<file path="src/rtl/data_bus_pkg.sv">
// data_bus_pkg: shared FSM state type and default sizing for the data bus arbiter
package data_bus_pkg;
  localparam int DATA_BUS_N_REQ_DEF = 4;
  localparam int DATA_BUS_MAX_BEATS_DEF = 16;
  typedef enum logic [1:0] {IDLE, OWN, GAP} bus_state_t;
endpackage

</file>
<file path="src/rtl/data_bus_arbiter_rr_pick.sv">
// rr_pick: combinational round-robin picker, search starts at ptr and wraps
module rr_pick #(
  parameter int N = 4,
  parameter int W = $clog2(N)
) (
  input  logic [N-1:0] req,
  input  logic [W-1:0] ptr,
  output logic [N-1:0] onehot,
  output logic [W-1:0] idx,
  output logic         any
);
  logic [W-1:0] j;
  assign any = |req;
  // Walk the ring backwards so the candidate closest to ptr is assigned last and wins
  always_comb begin
    onehot = '0;
    idx = '0;
    j = '0;
    for (int i = N - 1; i >= 0; i--) begin
      j = W'((int'(ptr) + i) % N);
      if (req[j]) begin
        onehot = '0;
        onehot[j] = 1'b1;
        idx = j;
      end
    end
  end
endmodule

</file>
<file path="src/rtl/data_bus_arbiter.sv">
// data_bus_arbiter: round-robin shared-bus arbiter with one-cycle turnaround gap.
// Define DATA_BUS_ARB_TIMEOUT_EN to cut tenures at MAX_BEATS beats and pulse timeout.
module data_bus_arbiter
  import data_bus_pkg::*;
#(
  parameter int N_REQ = DATA_BUS_N_REQ_DEF,
  parameter int MAX_BEATS = DATA_BUS_MAX_BEATS_DEF
) (
  input  logic                     clk,
  input  logic                     rst,
  input  logic [N_REQ-1:0]         req,
  input  logic [N_REQ-1:0]         last,
  input  logic                     bus_valid,
  output logic [N_REQ-1:0]         grant,
  output logic [$clog2(N_REQ)-1:0] grant_id,
  output logic                     busy,
  output logic                     timeout
);
  localparam int W = $clog2(N_REQ);
  localparam logic [W-1:0] TOP = W'(N_REQ - 1);
  bus_state_t state, state_nx;
  logic [N_REQ-1:0] grant_nx, pick_oh;
  logic [W-1:0] id_nx, last_owner, last_owner_nx, pick_idx, ptr;
  logic pick_any, done, cut;
  assign ptr = last_owner == TOP ? '0 : last_owner + 1'b1;
  assign done = (bus_valid & last[grant_id]) | ~req[grant_id];
  assign busy = state != IDLE;
  rr_pick #(.N(N_REQ), .W(W)) u_pick (
    .req(req),
    .ptr(ptr),
    .onehot(pick_oh),
    .idx(pick_idx),
    .any(pick_any)
  );
`ifdef DATA_BUS_ARB_TIMEOUT_EN
  localparam int CW = $clog2(MAX_BEATS + 1);
  logic [CW-1:0] beat_cnt;
  // Cut fires on the MAX_BEATS-th valid beat so the counter never has to wrap
  assign cut = state == OWN && bus_valid && beat_cnt == CW'(MAX_BEATS - 1);
  always_ff @(posedge clk) begin
    if (rst || state != OWN) beat_cnt <= '0;
    else if (bus_valid && beat_cnt != CW'(MAX_BEATS)) beat_cnt <= beat_cnt + 1'b1;
    timeout <= !rst && cut && !done;
  end
`else
  assign cut = 1'b0 & (MAX_BEATS > 0);
  assign timeout = 1'b0;
`endif
  always_ff @(posedge clk) begin
    if (rst) begin
      state <= IDLE;
      grant <= '0;
      grant_id <= '0;
      last_owner <= TOP;
    end else begin
      state <= state_nx;
      grant <= grant_nx;
      grant_id <= id_nx;
      last_owner <= last_owner_nx;
    end
  end
  always_comb begin
    state_nx = state;
    grant_nx = grant;
    id_nx = grant_id;
    last_owner_nx = last_owner;
    if (state == IDLE && pick_any) begin
      state_nx = OWN;
      grant_nx = pick_oh;
      id_nx = pick_idx;
      last_owner_nx = pick_idx;
    end else if (state == OWN && (done || cut)) begin
      state_nx = GAP;
      grant_nx = '0;
      id_nx = '0;
    end else if (state == GAP) begin
      state_nx = IDLE;
    end
  end
endmodule

</file>
<file path="config.mk">
export PLATFORM = sky130hd
export DESIGN_NAME = data_bus_arbiter
export DESIGN_NICKNAME = d
export VERILOG_FILES = /design/src/rtl/data_bus_pkg.sv /design/src/rtl/data_bus_arbiter_rr_pick.sv /design/src/rtl/data_bus_arbiter.sv
export SDC_FILE = /design/constraint.sdc
export NUM_CORES = 1
export LEC_CHECK = 0
export ABC_AREA = 0
export BUFFER_PORTS_ARGS = -buffer_cell sky130_fd_sc_hd__buf_2
export CORE_UTILIZATION = 43
export CTS_CLUSTER_DIAMETER = 30
export DETAILED_ROUTE_END_ITERATION = 16
export GPL_TIMING_DRIVEN = 0
export HOLD_SLACK_MARGIN = 0.12
export SYNTH_ARGS = -nofsm -noshare
export SYNTH_HDL_FRONTEND = slang
export SYNTH_SLANG_ARGS = --single-unit
</file>
<file path="constraint.sdc">
create_clock -name clk -period 4.7 [get_ports clk]
set_input_delay 0 -clock clk [delete_from_list [all_inputs] [get_ports clk]]
set_output_delay 0 -clock clk [all_outputs]
set_load 0.1 [all_outputs]
</file>
=== Word level (Yosys, flattened, before mapping) ===
Cells that the tools add are included.

* Flip-flop bits (word level): 10
* Logic and storage cells: 73

* Add/subtract/negate cells: 4
* Order comparisons: 9
* Eq/ne operators: 3
* Muxes and demuxes: 36
* Bitwise operators: 3
* Reductions and logical operators: 13

{| class="wikitable"
|+ Operator list
! operator !! count
|-
| $mux 4 || 6
|-
| $mux 2 || 9
|-
| $lt 2x3->1 const B || 5
|-
| $bmux 1 s2 || 6
|-
| $mux 1 || 11
|-
| $demux 1 s2 || 4
|-
| $ge 2x1->1 const B || 4
|-
| $logic_and 1x1->1 || 6
|-
| $reduce_bool 2->1 || 3
|-
| $add 2x1->2 const B || 2
|-
| $add 2x2->2 const B || 2
|-
| $eq 2x2->1 const B || 2
|-
| $reduce_or 4->1 || 1
|-
| $reduce_bool 3->1 || 1
|-
| $eq 2x1->1 const B || 1
|-
| $logic_not 2->1 || 1
|-
| $reduce_or 2->1 || 1
|-
| $and 1x1->1 || 1
|-
| $not 1->1 || 1
|-
| $or 1x1->1 || 1
|}

=== Depth between registers and ports, before layout ===
* Word-level depth: 12
* Mapped depth: 8

=== Hierarchy ===
From an unflattened synthesis, not the netlist that was laid out.

* Cell total of the unflattened synthesis: 107
* Area total of the unflattened synthesis: 985.9 µm²

{| class="wikitable"
|+ Modules (own cells, without submodules)
! module !! instances !! cells each !! area an instance (µm²) !! sequential area each (µm²)
|-
| rr_pick || 1 || 67 || 530.5 || 0.0
|-
| data_bus_arbiter || 1 || 40 || 455.4 || 200.2
|}

=== Worst setup path after synthesis ===
No wires, ideal clock.

* Path kind: register to register
* Start point: register last_owner[0]
* End point: register last_owner[1]
* Library setup time: 0.130 ns
* Arrival time: 2.073 ns
* Data required time: 4.570 ns
* Path slack: 2.497 ns
* Stages on the path, launching flop included: 9
* Buffers on the path: 1
* Period minus slack after synthesis: 2.203 ns
* Cells stage by stage: dfxtp_1 -> inv_1 -> ha_1 -> buf_2 -> or3b_2 -> o21ai_0 -> a22oi_1 -> a222oi_1 -> o31ai_1

* Word-level cells in the longest chain between the ends: 9
* Elaborated cells on any way between the ends: 18

{| class="wikitable"
|+ RTL lines
! element !! line !! source
|-
| start: declaration || data_bus_arbiter.sv:23 || <nowiki>logic [W-1:0] id_nx, last_owner, last_owner_nx, pick_idx, ptr;</nowiki>
|-
| start signal: assignment || data_bus_arbiter.sv:59 || <nowiki>last_owner <= last_owner_nx;</nowiki>
|-
| $add 2x1->2 or $eq 2x2->1 (tied branches) || data_bus_arbiter.sv:25 || <nowiki>assign ptr = last_owner == TOP ? '0 : last_owner + 1'b1;</nowiki>
|-
| $mux 2 * || data_bus_arbiter.sv:25 ||
|-
| $add 2x2->2 || data_bus_arbiter_rr_pick.sv:20 || <nowiki>j = W'((int'(ptr) + i) % N);</nowiki>
|-
| $bmux 1 s2 || data_bus_arbiter_rr_pick.sv:21 || <nowiki>if (req[j]) begin</nowiki>
|-
| $mux 1 (not written as such) || data_bus_arbiter_rr_pick.sv:21 ||
|-
| $mux 2 (3 in a row) || data_bus_arbiter_rr_pick.sv:21 ||
|-
| $mux 2 * || data_bus_arbiter_rr_pick.sv:21 ||
|}

Mark *: on every way between the ends. The rest lies on a longest branch, timed or not. The select of a mux whose other input is x is not followed.
A chain may end at the register's enable or synchronous reset.

=== Worst setup path after layout ===
Same ends and word-level chain as after synthesis.

==> flow_summary_export.csv <==
group,metric,value,unit
setup_path,cp_num_buf_inv,2,
sta,fin_tns_setup,0,ps
yosys,yosys_register_bits,10,
layout,finalNetCount,165,
hold_path,worst_hold_path_type,"in -> reg",
layout,final_layout_size_suffix_gt1_share,19.7,%
placed_design,preCtsSetupSlack,2180,ps
grt,grt_use_met3,7.41,%
setup_path,worst_path_required,4840,ps
die,die-area,2470,um^2
setup_path,largest_stage_delay_worst_path,530,ps
die,ios,19,
layout,register_area,200,um^2
setup_path,critPathTopFamily,"compound AO/OA/AOI/OAI gates",
sta,rsz_0062_raised_after_global_routing,"false",
yosys,synthFlopType,"dfxtp_1",
yosys,synth_fp_nets,144,
setup_path,cpMaxStageDelayCell,"dfxtp_1",
placed_design,detailedPlacementHpwl,1.95,mm
route,avgViaCountPerCell,5.93,
die,initial_utilization,47.9,%
hold_path,worstHoldPathCells,5,
yosys,synthDistinctLibCells,44,
setup_path,crit_arrival,2730,ps
grt,groute.layer.met1.usage,26.9,%
grt,global_route.peak_usage_layer,"met2",
sta,timing.hold.ws,273,ps
route,postRouteAntennaNets,0,
sta,post-route-min-period,2590,ps
grt,grt_first_pass_wirelength,4.01,mm
grt,grt_start_max_net_pins,12,
layout,area_of_the_multi_input_gates,707,um^2
setup_path,path_class,"reg -> reg",
placed_design,port_buffers,15,
setup_path,cp-end-kind,"flop",
sta,worst-slew-pin-transition,702,ps
sta,finalCritPeriodShare,55.2,%
route,post-route-drc-count,0,
clock_tree,post_cts.repair.setup_buffers,0,
clock_tree,insertion_delay,260,ps
layout,mostFrequentLayoutCell,"buf_2",
clock_tree,clk_pin_slew,60,ps
placed_design,post_placement_cell_area,1090,um^2
setup_path,timing.critical_path.cells,"inv_1, ha_1, buf_2, or3b_2, o21ai_0, a22oi_1, a222oi_1, o31ai_1",
job,drv.max_cap_violation_count,0,
route,wl,2.50,mm
setup_path,worst_r2r_path_depth,8,
route,detail_route.wl_per_cell,14.4,um
route,drt_iter0_drc,60,
layout,layout.filler_cells,218,
clock_tree,cts_root_buffer,"clkbuf_4",
yosys,number_of_instances_in_the_synthesized_netlist,128,
route,first_pass_iters,4,
grt,vias_in_the_first_global_route,884,
clock_tree,cts-htree-levels,1,
yosys,post_syn_area,977,um^2
clock_tree,tritoncts.num_buffers,3,
layout,postLayoutCellArea,1120,um^2
route,vias,1031,
sta,timing.max_slew.rel_slack,53.2,%
run_status,result_of_the_run,"finished clean",
layout,antenna_cells,0,
sta,timing.final.ws_setup,2110,ps
setup_path,cp_num_cells,8,
die,fp.coreArea,2040,um^2
setup_path,worstSetupStartpointType,"flop",
die,fp.dieH,49.7,um
sta,hold_violations,0,
grt,grt_remaining_overflow,0,
setup_path,regToRegSetupSlack,2110,ps
clock_tree,cts_buffer_depth,2,
grt,grt.met2_usage,34.7,%
yosys,seq_area_frac_synth,20.5,%
yosys,synth-edff-count,0,
sta,fin_skew,1.22,ps
yosys,avgSynthCellArea,7.63,um^2
yosys,yosys_warnings,0,
layout,area_delta_synth_final,14.5,%
grt,global_route.usage.total,21.4,%
die,placementRows,16,
sta,finalSetupViolCount,0,
clock_tree,tritoncts,"done",
yosys,synth-async-reset-ratio,0,%
grt,grt_antenna_before_repair,0,
sta,drv_slew,0,
clock_tree,clkSinkCount,10,
layout,most-common-layout-cells,"buf_2 (17), o21ai_0 (11), nand2_1 (11), dfxtp_1 (10), nor2_1 (9)",
setup_path,crit_path_max_fanout,11,
placed_design,finalWeightedCongestion,0.826,
die,die_w,49.7,um
sta,max_freq,386,MHz
-- synth_stat cells, types with 3 or more instances --
cell type | instances | share of area (%)
mux2i_1 | 8 | 8.2
or2_1 | 3 | 1.9
o21ai_1 | 6 | 3.1
mux2_2 | 4 | 4.6
nand2_1 | 11 | 4.2
nor2_1 | 9 | 3.5
o21ai_0 | 11 | 5.6
a221oi_1 | 3 | 2.7
a21oi_1 | 6 | 3.1
clkbuf_1 | 4 | 1.5
inv_1 | 7 | 2.7
dfxtp_1 | 10 | 20
ha_1 | 5 | 6.4
nor3_1 | 4 | 2.0
-- cell type report --
type | instances | area share [%]
Timing Repair Buffer | 16 | 7.61
Buffer | 8 | 3.91
Clock buffer | 3 | 2.01
Inverter | 7 | 2.35
Tap cell | 27 | 3.02
Multi-Input combinational cell | 103 | 63.2
Sequential cell | 10 | 17.9
-- worst min-delay path, delay by kind of cell --
| kind | cells | cell delay [ps] |
|---|---|---|
| and+or+nand+nor | 1 | 70 |
| AOI/OAI and AO/OA | 3 | 330 |
| buffers and inverters | 1 | 100 |
-- sequential cells by signal (all words and copies together), names as in the netlist --
| register | count |
|---|---|
| grant_id | 2 |
| grant | 4 |
| last_owner | 2 |
| state | 2 |
-- metrics by stage --
step                std cells  utilization, %
floorplan                 128               -
global placement          170            53.2
detailed placement        170            53.2
CTS                       174            54.8
global route              174            54.8
finish                    174            54.8
-- logic make-up (layout without fill, tap and decap cells) --
kind of cell    count (synthesis)  in the layout  synth area share (%)
mux                            13             13                  15.1
simple gates                   43             43                  23.7
buf+inv                        15             34                  7.17
other cells                     1              1                 0.384
fa+ha+maj                       5              5                  6.40
compound gates                 41             41                  26.8
flops                          10             10                  20.5
-- layer usage --
| metal | part of all wire, % | vias to the layer above |
|---|---|---|
| li1 | - | 517 |
| met1 | 41 | 466 |
| met2 | 48 | 46 |
| met3 | 10 | 2 |
| met4 | 0.40 | 0 |
| met5 | 0 | - |
-- final timing paths --
path,end,startpoint
hold reg to reg,grant[2],grant[2]
hold / removal,state[1],last[2]
setup / recovery,last_owner[1],last_owner[0]
setup reg to reg,last_owner[1],last_owner[0]
-- what timing repair did --
item / in CTS / in global routing
endpoints found under the hold margin: 4 / 0
hold buffers: 1 / 0
gates resized for setup: 0 / 0
Power is not shown: default switching activity piles up to over one toggle a cycle in this logic, so the estimate is an artifact.
